===== src/rtl/uart_tx.sv =====
// 8N1 UART transmitter for the tiny16 console path.
// Bytes from the OUT strobe are queued in a small FIFO and sent LSB first.
module uart_tx #(
    parameter int CLKS_PER_BIT = 139,
    parameter int FIFO_DEPTH   = 4
) (
    input  logic       clk,
    input  logic       rst,
    input  logic       in_en,
    input  logic [7:0] in,
    output logic       tx,
    output logic       busy,
    output logic       full,
    output logic       empty,
    output logic       overflow
);

    localparam int PW = $clog2(FIFO_DEPTH);
    localparam int CW = PW + 1;

    typedef enum logic [1:0] {IDLE, START, DATA, STOP} state_t;

    state_t          state;
    logic [7:0]      mem [FIFO_DEPTH];
    logic [PW-1:0]   wr_ptr;
    logic [PW-1:0]   rd_ptr;
    logic [CW-1:0]   count;
    logic [15:0]     baud_cnt;
    logic [2:0]      bit_idx;
    logic [7:0]      shift;
    logic            baud_done;
    logic            push;
    logic            pop;

    assign full      = (count == CW'(FIFO_DEPTH));
    assign empty     = (count == '0);
    assign baud_done = (baud_cnt == 16'(CLKS_PER_BIT - 1));
    assign push      = in_en & ~full;
    // The FSM only takes a byte when idle or right at the end of a stop bit.
    assign pop       = ~empty & ((state == IDLE) | ((state == STOP) & baud_done));
    assign busy      = (state != IDLE) | ~empty;

    always_ff @(posedge clk) begin
        if (push) begin
            mem[wr_ptr] <= in;
        end
    end

    always_ff @(posedge clk or posedge rst) begin
        if (rst) begin
            wr_ptr   <= '0;
            rd_ptr   <= '0;
            count    <= '0;
            overflow <= 1'b0;
        end else begin
            if (push) begin
                wr_ptr <= wr_ptr + PW'(1);
            end
            if (pop) begin
                rd_ptr <= rd_ptr + PW'(1);
            end
            if (in_en & full) begin
                overflow <= 1'b1;
            end
            count <= count + CW'(push) - CW'(pop);
        end
    end

    always_ff @(posedge clk or posedge rst) begin
        if (rst) begin
            state    <= IDLE;
            tx       <= 1'b1;
            baud_cnt <= '0;
            bit_idx  <= '0;
            shift    <= '0;
        end else begin
            unique case (state)
                IDLE: begin
                    tx <= 1'b1;
                    if (pop) begin
                        shift    <= mem[rd_ptr];
                        baud_cnt <= '0;
                        tx       <= 1'b0;
                        state    <= START;
                    end
                end
                START: begin
                    if (baud_done) begin
                        baud_cnt <= '0;
                        bit_idx  <= '0;
                        tx       <= shift[0];
                        state    <= DATA;
                    end else begin
                        baud_cnt <= baud_cnt + 16'd1;
                    end
                end
                DATA: begin
                    if (baud_done) begin
                        baud_cnt <= '0;
                        if (bit_idx == 3'd7) begin
                            tx    <= 1'b1;
                            state <= STOP;
                        end else begin
                            shift   <= shift >> 1;
                            tx      <= shift[1];
                            bit_idx <= bit_idx + 3'd1;
                        end
                    end else begin
                        baud_cnt <= baud_cnt + 16'd1;
                    end
                end
                STOP: begin
                    if (baud_done) begin
                        baud_cnt <= '0;
                        // Chain straight into the next start bit when data waits.
                        if (pop) begin
                            shift <= mem[rd_ptr];
                            tx    <= 1'b0;
                            state <= START;
                        end else begin
                            state <= IDLE;
                        end
                    end else begin
                        baud_cnt <= baud_cnt + 16'd1;
                    end
                end
                default: state <= IDLE;
            endcase
        end
    end

endmodule


===== config.mk =====
export PLATFORM = sky130hd
export DESIGN_NAME = uart_tx
export DESIGN_NICKNAME = d
export VERILOG_FILES = /design/src/rtl/uart_tx.sv
export SDC_FILE = /design/constraint.sdc
export NUM_CORES = 1
export LEC_CHECK = 0
export CAP_MARGIN = 30
export CORE_MARGIN = 3
export CORE_UTILIZATION = 60
export DETAILED_ROUTE_END_ITERATION = 8
export PLACE_DENSITY_LB_ADDON = 0.05
export SYNTH_ARGS = -nofsm -noshare
export SYNTH_HDL_FRONTEND = slang
export SYNTH_SLANG_ARGS = --single-unit
export TNS_END_PERCENT = 20

===== constraint.sdc =====
create_clock -name clk -period 3.1 [get_ports clk]
set_input_delay 0.62 -clock clk [delete_from_list [all_inputs] [get_ports clk]]
set_output_delay 0.62 -clock clk [all_outputs]
set_load 0.05 [all_outputs]

After elaboration in Yosys (flattened, before gate mapping)
Memories as Yosys holds them, arrays and structs flattened. Index checks and enable logic that the tools add are counted.

Register bits after elaboration: 38. Bits in writable memories: 32. Bits of input ports: 11. Output and inout port bits: 5. Logic and storage cells: 75. Memories: 1.

Add/subtract/negate cells: 6. Equal/unequal tests: 13. Mux-type cells: 28. Bitwise logic cells: 8. Reductions and logical operators: 10.

Memories: mem (words 4, bits a word 8, read ports 1, clocked after memory_dff 0, write ports 1, RTL line 24) `logic [7:0] mem [FIFO_DEPTH];`.

Operator list (count): 16-bit two-way mux (2); 8-bit two-way mux (4); 16-bit case mux with 2 select lines (1); 8-bit case mux with 3 select lines (1); 16-bit by 1-bit adder with 16-bit output (second input constant) (1); 16-bit by 8-bit == test with 1-bit output (second input constant) (1); 2-bit inequality test (second input constant) (7); 4-bit AND reduction (3); 2-bit two-way mux (5); 1-bit two-way mux (9); 3-bit two-way mux (3); 2-bit case mux with 4 select lines (1); 3-bit == test (second input constant) (2); 3-bit case mux with 2 select lines (1); 5-bit AND reduction (1); 2-bit by 1-bit adder with 2-bit output (second input constant) (2); 1-bit bitwise AND (4); 2-bit == test (second input constant) (2); 1-bit case mux with 4 select lines (1); 2-bit nonzero test (2); 3-bit by 1-bit adder with 3-bit output (1); 3-bit by 1-bit adder with 3-bit output (second input constant) (1); 3-bit zero test (1); 3-bit nonzero test (1); 6 further kinds (8).

Longest topological paths before layout
Gate-level depths: netlist of the first run.

Depth after elaboration: 7. Gate-level depth with buffers: 11. Depth with buffers taken out: 11.

Worst setup path before layout of the first run
Ideal clock, no wire load.

Path type: flip-flop to flip-flop. From: reg count[1]. To: reg count[2]. Library setup time: 0.123 ns. Arrival: 3.033 ns. Data required time: 2.977 ns. Path slack: -0.056 ns. Stages on the path, launching flop included: 11. Buffers on the path: 1. Clock period less this slack: 3.156 ns. Cell sequence: dfrtp_1 > nor3b_1 > nor2b_1 > clkbuf_1 > inv_1 > ha_1 > inv_1 > ha_1 > fa_1 > xor2_1 > xnor2_1.

Longest elaborated chain between the ends: 5. Elaborated cells between the ends (all ways): 8. Those cells by class: add/sub (2); eq/ne (1); bitwise (4); reduce/logical (1).

Ends and longest elaborated chain: start: declaration (RTL line 27) `logic [CW-1:0] count;`; start signal: assignment (RTL line 65) `count <= count + CW'(push) - CW'(pop);`; 3-bit == test (RTL line 35) `assign full = (count == CW'(FIFO_DEPTH));`; via full (RTL line 13) `output logic full,`; 1-bit inverter (RTL line 38) `assign push = in_en & ~full;`; 1-bit bitwise AND (RTL line 38); 3-bit by 1-bit adder with 3-bit output (RTL line 65); 3-bit by 1-bit subtractor with 3-bit output (RTL line 65).

The timed path passes the listed nets, and every way through them passes these cells. A chain may end at the register's enable or synchronous reset.

Worst setup path after layout of the first run
From: reg state[0]. To: out busy.

Longest elaborated chain between the ends: 2.

Ends and longest elaborated chain: start: declaration (RTL line 23) `state_t state;`; start signal: assignment (RTL line 71) `state <= IDLE;`; start signal: assignment (RTL line 84) `state <= START;`; start signal: assignment (RTL line 92) `state <= DATA;`; 2-bit nonzero test (RTL line 41) `assign busy = (state != IDLE) | ~empty;`; 1-bit OR (RTL line 41); end: declaration (RTL line 12) `output logic busy,`.

No other way between the ends.

==> results of run 1 <==
-- state kept, by name, indices dropped and copies added (netlist names) --
| name | cells |
|---|---|
| baud_cnt | 16 |
| bit_idx | 3 |
| count | 3 |
| mem | 32 |
| overflow | 1 |
| rd_ptr | 2 |
| shift | 8 |
| state | 2 |
| tx | 1 |
| wr_ptr | 2 |
-- per-layer routing --
layer	vias up	part of all wire, %	GRT usage (%)	routed length [um]
li1	1010	-	-	-
met1	1009	46	26.4	2560
met2	40	48	31.0	2690
met3	11	4.2	6.87	233
met4	0	1.7	7.60	96
met5	-	0	0	0
-- logic make-up (layout without fill, tap and decap cells) --
logic type                 count (synthesis)  in the layout  share of synthesized area, %
AOI/OAI and AO/OA                         59             59                          11.8
xor gates and xnor gates                   9              9                          2.33
adders and majority gates                 17             17                          6.51
buffers and inverters                     25             49                          3.33
DFF                                       70             70                          56.5
muxes                                     18             18                          8.39
and+or+nand+nor                           66             66                          11.1
-- area by class of cell --
cell class                      instances  area, um^2  share of cell area [%]
Clock buffer                           10         128                    3.39
Clock inverter                          6        38.8                    1.03
Inverter                               14        52.6                    1.40
Multi-Input combinational cell        169        1360                    36.2
Sequential cell                        70        1910                    50.8
Tap cell                               70        87.6                    2.33
Timing Repair Buffer                   19         180                    4.79
-- where the power goes --
group / switching, uW / internal [uW] / leakage [uW]
clock network: 337 / 287 / 0.0000820
logic: 205 / 140 / 0.000560
registers: 58.4 / 1110 / 0.000766
total: 600 / 1530 / 0.00141
-- worst register-to-register path, cell delays in order, from the launching register on --
cell and delay [ns]:
dfrtp_1 0.44, nor3_1 0.43, nand4_4 0.22, a21oi_2 0.32, ha_1 0.17, inv_1 0.04
ha_1 0.18, fa_1 0.38, xor2_1 0.18, xnor2_1 0.14
-- cells in the mapped netlist (all sizes together), types with 5 or more instances --
master	count
dfrtp	37
edfxtp	32
xor2	5
o31ai	6
ha	16
clkbuf	6
a22o	5
buf	5
o21ai	24
inv	14
mux4	8
mux2i	7
nand3	7
and2	5
nand2	21
a21oi	12
nor2	12
-- stage by stage --
step	total power (uW)	instance area (um^2)	instances	setup WS (ns)	hold slack [ns]
3_5_place_dp	1540	3600	342	0.425	0.468
2_1_floorplan	1410	3390	264	0.318	0.437
3_3_place_gp	1520	3600	342	0.516	0.444
6_report	2130	3760	358	0.221	0.481
4_1_cts	2160	3760	358	0.213	0.484
5_1_grt	2240	3760	358	0.0991	0.518
-- worst paths after layout --
kind                       slack (ns)        start       end
hold reg to reg                  0.48     overflow  overflow
setup / recovery                 0.22     state[0]      busy
hold / removal                   0.48     overflow  overflow
min in group asynchronous        0.68          rst  state[0]
setup reg to reg                 0.50  baud_cnt[6]  count[2]
max in group asynchronous        2.06          rst        tx
==> metrics.txt, run 1 <==
P_leak 0.00141 uW; Syn-to-layout area delta 11.2%; cell chain of the critical path inv_1 -> ha_1 -> and2_1 -> inv_1 -> clkdlybuf4s50_1; synthesized area per cell 12.8 um^2; RSZ-0062 raised after global routing false; vias in the first global route 2,049; Antenna diodes 0; ys async rst share 54.3%; Max IR drop VDD 0.590 mV; crit path DAT 2.26 ns; Most common cell on crit path inv_1; Post-Synthesis Cell Area 0.00338 mm^2; drt via density 5.78; hold crit path type reg2reg; total gr overflow 0; GP Congestion 0.809; Layout Nets 311; Bufs and invs on worst path 3; Levels on crit path 5; Worst setup EP type primary output; initial core utilization 64.2%; largest area contributor in the netlist edfxtp_1; Num CTS Buffers 9; Worst Path Max Fanout 5; min Tclk post-route 2.88 ns; Worst Clk Skew 0.0102 ns; I/O Pins 16; status finished clean; Fmax 347 MHz; fill cell count 382; Clk pin slew, worst setup/hold paths 0.07 ns; power density cells 567 mW/mm^2; Die Footprint 0.00658 mm^2; 1st-pass router iterations 4; maximum clock path buffer count 2; first-pass GRT wire length 9.72 mm; # DRC 0; Max stage delay cell, worst path clkdlybuf4s50_1; Synthesized Nets 292; WL final 5.58 mm; GRT Util Overall 20.1%; Max Cap Viol 0; Final Hold Vio Count 0; leading cell type in the layout, fill and taps excluded dfrtp_1; core area 0.00527 mm^2; critical path's top delay family buffers and inverters; Post-DP HPWL 3.86 mm; H-tree depth 3; Worst-Skew Late Latency 0.35 ns; Die H 81.1 um; yosys warns 0; CTS Hold Bufs 0; TNS Setup 0 ns; Crit path largest cell delay 0.82 ns; Chip Width 81.1 um; row count 26; Final Util 71.4%; pin count of the biggest net entering global routing 39; CTS tree built; fraction of synthesized cell area taken by the top area cell type 28.4%; Max Slew Vio Count 0; root buffer cell clkbuf_8; crit share post-route 92.9%; Critical Path Start Type register; initial antenna violation count 0; setup bufs post-CTS 0; CP required 2.48 ns; clk sinks 70; EDFF count, synth 32; Final setup viols 0; dominant synthesized flop cell dfrtp_1; initial drt markers 112; reg2reg path depth 9; sequential cell area fraction in the yosys report 56.5%; Post-Syn Instances 264; crit path kind reg2out; post-DR wirelength/cell 15.6 um; most frequent cells in the layout dfrtp_1, edfxtp_1, o21ai_0; count of different cell masters after synthesis 46; main area contributors after synthesis edfxtp_1, dfrtp_1, ha_1; port bufs 15; vias 2,070; Slew @ Worst Pin 0.773 ns; layout cells sized above 1 14.2%; post-route antenna net violation count 0; Yosys reg bits 70; hold depth 1; CTS-repair resized insts 0; Rel. slew slack 48.5%
(Power assumes the default switching activity.)
==> run 2, diff against run 1 <==
--- a/config.mk
+++ b/config.mk
@@ -6,7 +6,6 @@
 export NUM_CORES = 1
 export LEC_CHECK = 0
 export CAP_MARGIN = 30
-export CORE_MARGIN = 3
 export CORE_UTILIZATION = 60
 export DETAILED_ROUTE_END_ITERATION = 8
 export PLACE_DENSITY_LB_ADDON = 0.05
==> constraint.sdc (replaced) <==
create_clock -name clk -period 3.1 [get_ports clk]
set_input_delay 0.62 -clock clk [delete_from_list [all_inputs] [get_ports clk]]
set_output_delay 0.62 -clock clk [all_outputs]
set_load 0.1 [all_outputs]
==> run 2 against run 1 <==
Clock power increased by 20%. Sequential power about the same. Largest cell class unchanged. Cell count unchanged. Wire length fell by 1.3%. Register-to-register slack hardly changed. Clock skew shrank 0.00055 ns. First-iteration DRC count down 0.89%. Worst hold slack worse by 0.016 ns. Final area is 0.80% higher. Largest power group unchanged. Combinational power is 17% higher. Non-clock buffer count is the same. Total power grew 8.8%. Critical endpoint is now count[2]. Highest routed layer unchanged.
==> metrics.txt, run 2 (same netlist as run 1, synthesis figures left out) <==
initial drt markers 111 (-0.89%); initial antenna violation count 0 (unchanged); Worst setup EP type register; Syn-to-layout area delta 12.1%; GP Congestion 0.782 (-3.3%); root buffer cell clkbuf_8; FF+latch area 0.00191 mm^2 (unchanged); Max stage delay cell, worst path dfrtp_1; Post-DP HPWL 3.81 mm (-1.2%); WL final 5.50 mm (-1.3%); crit path kind reg2reg; most frequent cells in the layout dfrtp_1, edfxtp_1, o21ai_0; first-pass GRT wire length 9.79 mm (+0.78%); Die Footprint 0.00595 mm^2 (-9.6%); status finished clean; Max IR drop VDD 0.556 mV (-5.8%); CTS tree built; power density cells 611 mW/mm^2 (+7.9%); post-route antenna net violation count 0 (unchanged); core area 0.00527 mm^2 (unchanged); clk sinks 70 (unchanged); Bufs and invs on worst path 2 (-1); Levels on crit path 11 (+6); Slew @ Worst Pin 0.783 ns (+0.0104 ns); max reg flops 32 (unchanged); min Tclk post-route 2.60 ns (-0.276 ns); reg2reg path depth 11 (+2); total gr overflow 0 (unchanged); CTS Hold Bufs 0 (unchanged); Clk pin slew, worst setup/hold paths 0.08 ns (about the same); Die H 77.1 um (-4.9%); Antenna diodes 0 (unchanged); 1st-pass router iterations 4 (unchanged); Final setup viols 0 (unchanged); Max Slew Vio Count 0 (unchanged); Critical Path Start Type register; vias in the first global route 2,102 (+2.6%); maximum clock path buffer count 2 (unchanged); Worst Path Max Fanout 7 (+2); GRT Util Overall 22.0% (+1.9 points); post-DR wirelength/cell 15.4 um (-1.3%); leading cell type in the layout, fill and taps excluded dfrtp_1; Max Cap Viol 0 (unchanged); Most common cell on crit path ha_1; vias 2,050 (-0.97%); layout cells sized above 1 16.7% (+2.4 points); RSZ-0062 raised after global routing false; H-tree depth 3 (unchanged); port bufs 15 (unchanged); CP required 3.34 ns (+0.86 ns); Final Hold Vio Count 0 (unchanged); Num CTS Buffers 9 (unchanged); Biggest register mem; cell chain of the critical path inv_1 -> ha_1 -> and4bb_2 -> nand4_4 -> a21oi_2 -> ha_1 -> inv_1 -> ha_1 -> fa_1 -> xor2_1 -> xnor2_1; # DRC 0 (unchanged); Hold Slack 0.465 ns (-0.0155 ns); hold crit path type in2async; Worst-Skew Late Latency 0.35 ns (about the same); Layout Nets 311 (unchanged); initial core utilization 64.2% (unchanged); I/O Pins 16 (unchanged); critical path's top delay family adder cells; pin count of the biggest net entering global routing 34 (-13%); crit share post-route 84.0% (-8.9 points); Final Util 72.0% (+0.57 points); crit path DAT 2.84 ns (+0.58 ns); setup bufs post-CTS 0 (unchanged); Fmax 384 MHz (+11%); Chip Width 77.1 um (-4.9%); row count 26 (unchanged); Top Registers mem: 32 flops, baud_cnt: 16 flops, shift: 8 flops; Rel. slew slack 47.8% (-0.69 points); Crit path largest cell delay 0.43 ns (-0.39 ns); area of the multi-input gates 0.00137 mm^2 (+0.37%); CTS-repair resized insts 0 (unchanged); P_leak 0.00143 uW (+1.5%); drt via density 5.73 (-0.97%); Worst Clk Skew 0.00961 ns (-0.000547 ns); fill cell count 382 (unchanged)
==> run 2: changes by cell type in the layout (fill, tap and decap cells not counted) <==
cell / previous run / this run
clkdlybuf4s50_1: 15 / 10
nor3_2: 0 / 1
buf_4: 4 / 9
bufinv_16: 0 / 1
clkinv_2: 3 / 0
nor3_1: 4 / 3
inv_6: 0 / 3
clkbuf_1: 1 / 0
==> run 2: metal layers <==
metal	vias to the layer above	track usage, %	share of wire [%]
li1	1018	-	-
met5	-	0	0
met2	28	35.1	50
met1	996	27.8	45
met3	8	8.10	3.0
met4	0	7.17	1.4
==> run 2: final cells by class <==
| type | count | share of cell area [%] |
|---|---|---|
| sequential | 70 | 50.4 |
| timing repair buffer | 19 | 4.42 |
| clock buffer | 9 | 3.27 |
| inverter | 14 | 1.39 |
| tap | 70 | 2.31 |
| multi-input combinational | 169 | 36.1 |
| clock inverter | 7 | 2.11 |
==> run 2: power breakdown <==
part	internal (uW)	leakage (uW)	switching (uW)
Clock	381	0.0000968	367
Combinational	137	0.000567	268
Sequential	1100	0.000766	62.5
Total	1620	0.00143	697
==> run 2: worst reg2reg max path, delay by kind of cell, from the launching register on <==
kind	cells	cell delay [ns]
AO/OA/AOI/OAI	1	0.31
XOR/XNOR	2	0.32
adder cells (fa/ha/maj)	4	0.87
buffers and inverters	2	0.12
flip-flops	1	0.43
AND/OR/NAND/NOR	2	0.45
==> run 2: final timing paths <==
kind / endpoint / startpoint / slack (ns)
setup / recovery: count[2] / baud_cnt[0] / 0.50
hold / removal: state[0] / rst / 0.47
setup reg to reg: count[2] / baud_cnt[0] / 0.50
hold reg to reg: overflow / overflow / 0.47
max in group asynchronous: tx / rst / 1.93
min in group clk: overflow / overflow / 0.47
==> run 2: through the flow <==
stage	TNS, ns	area [um^2]	setup WS, ns	total power, uW	std cells
after floorplan	-0.0894	3390	-0.0894	1480	264
after global placement	0	3590	0.513	1580	342
after detailed placement	0	3590	0.470	1600	342
after CTS	0	3790	0.485	2340	358
after global routing	0	3790	0.301	2430	358
final	0	3790	0.496	2320	358
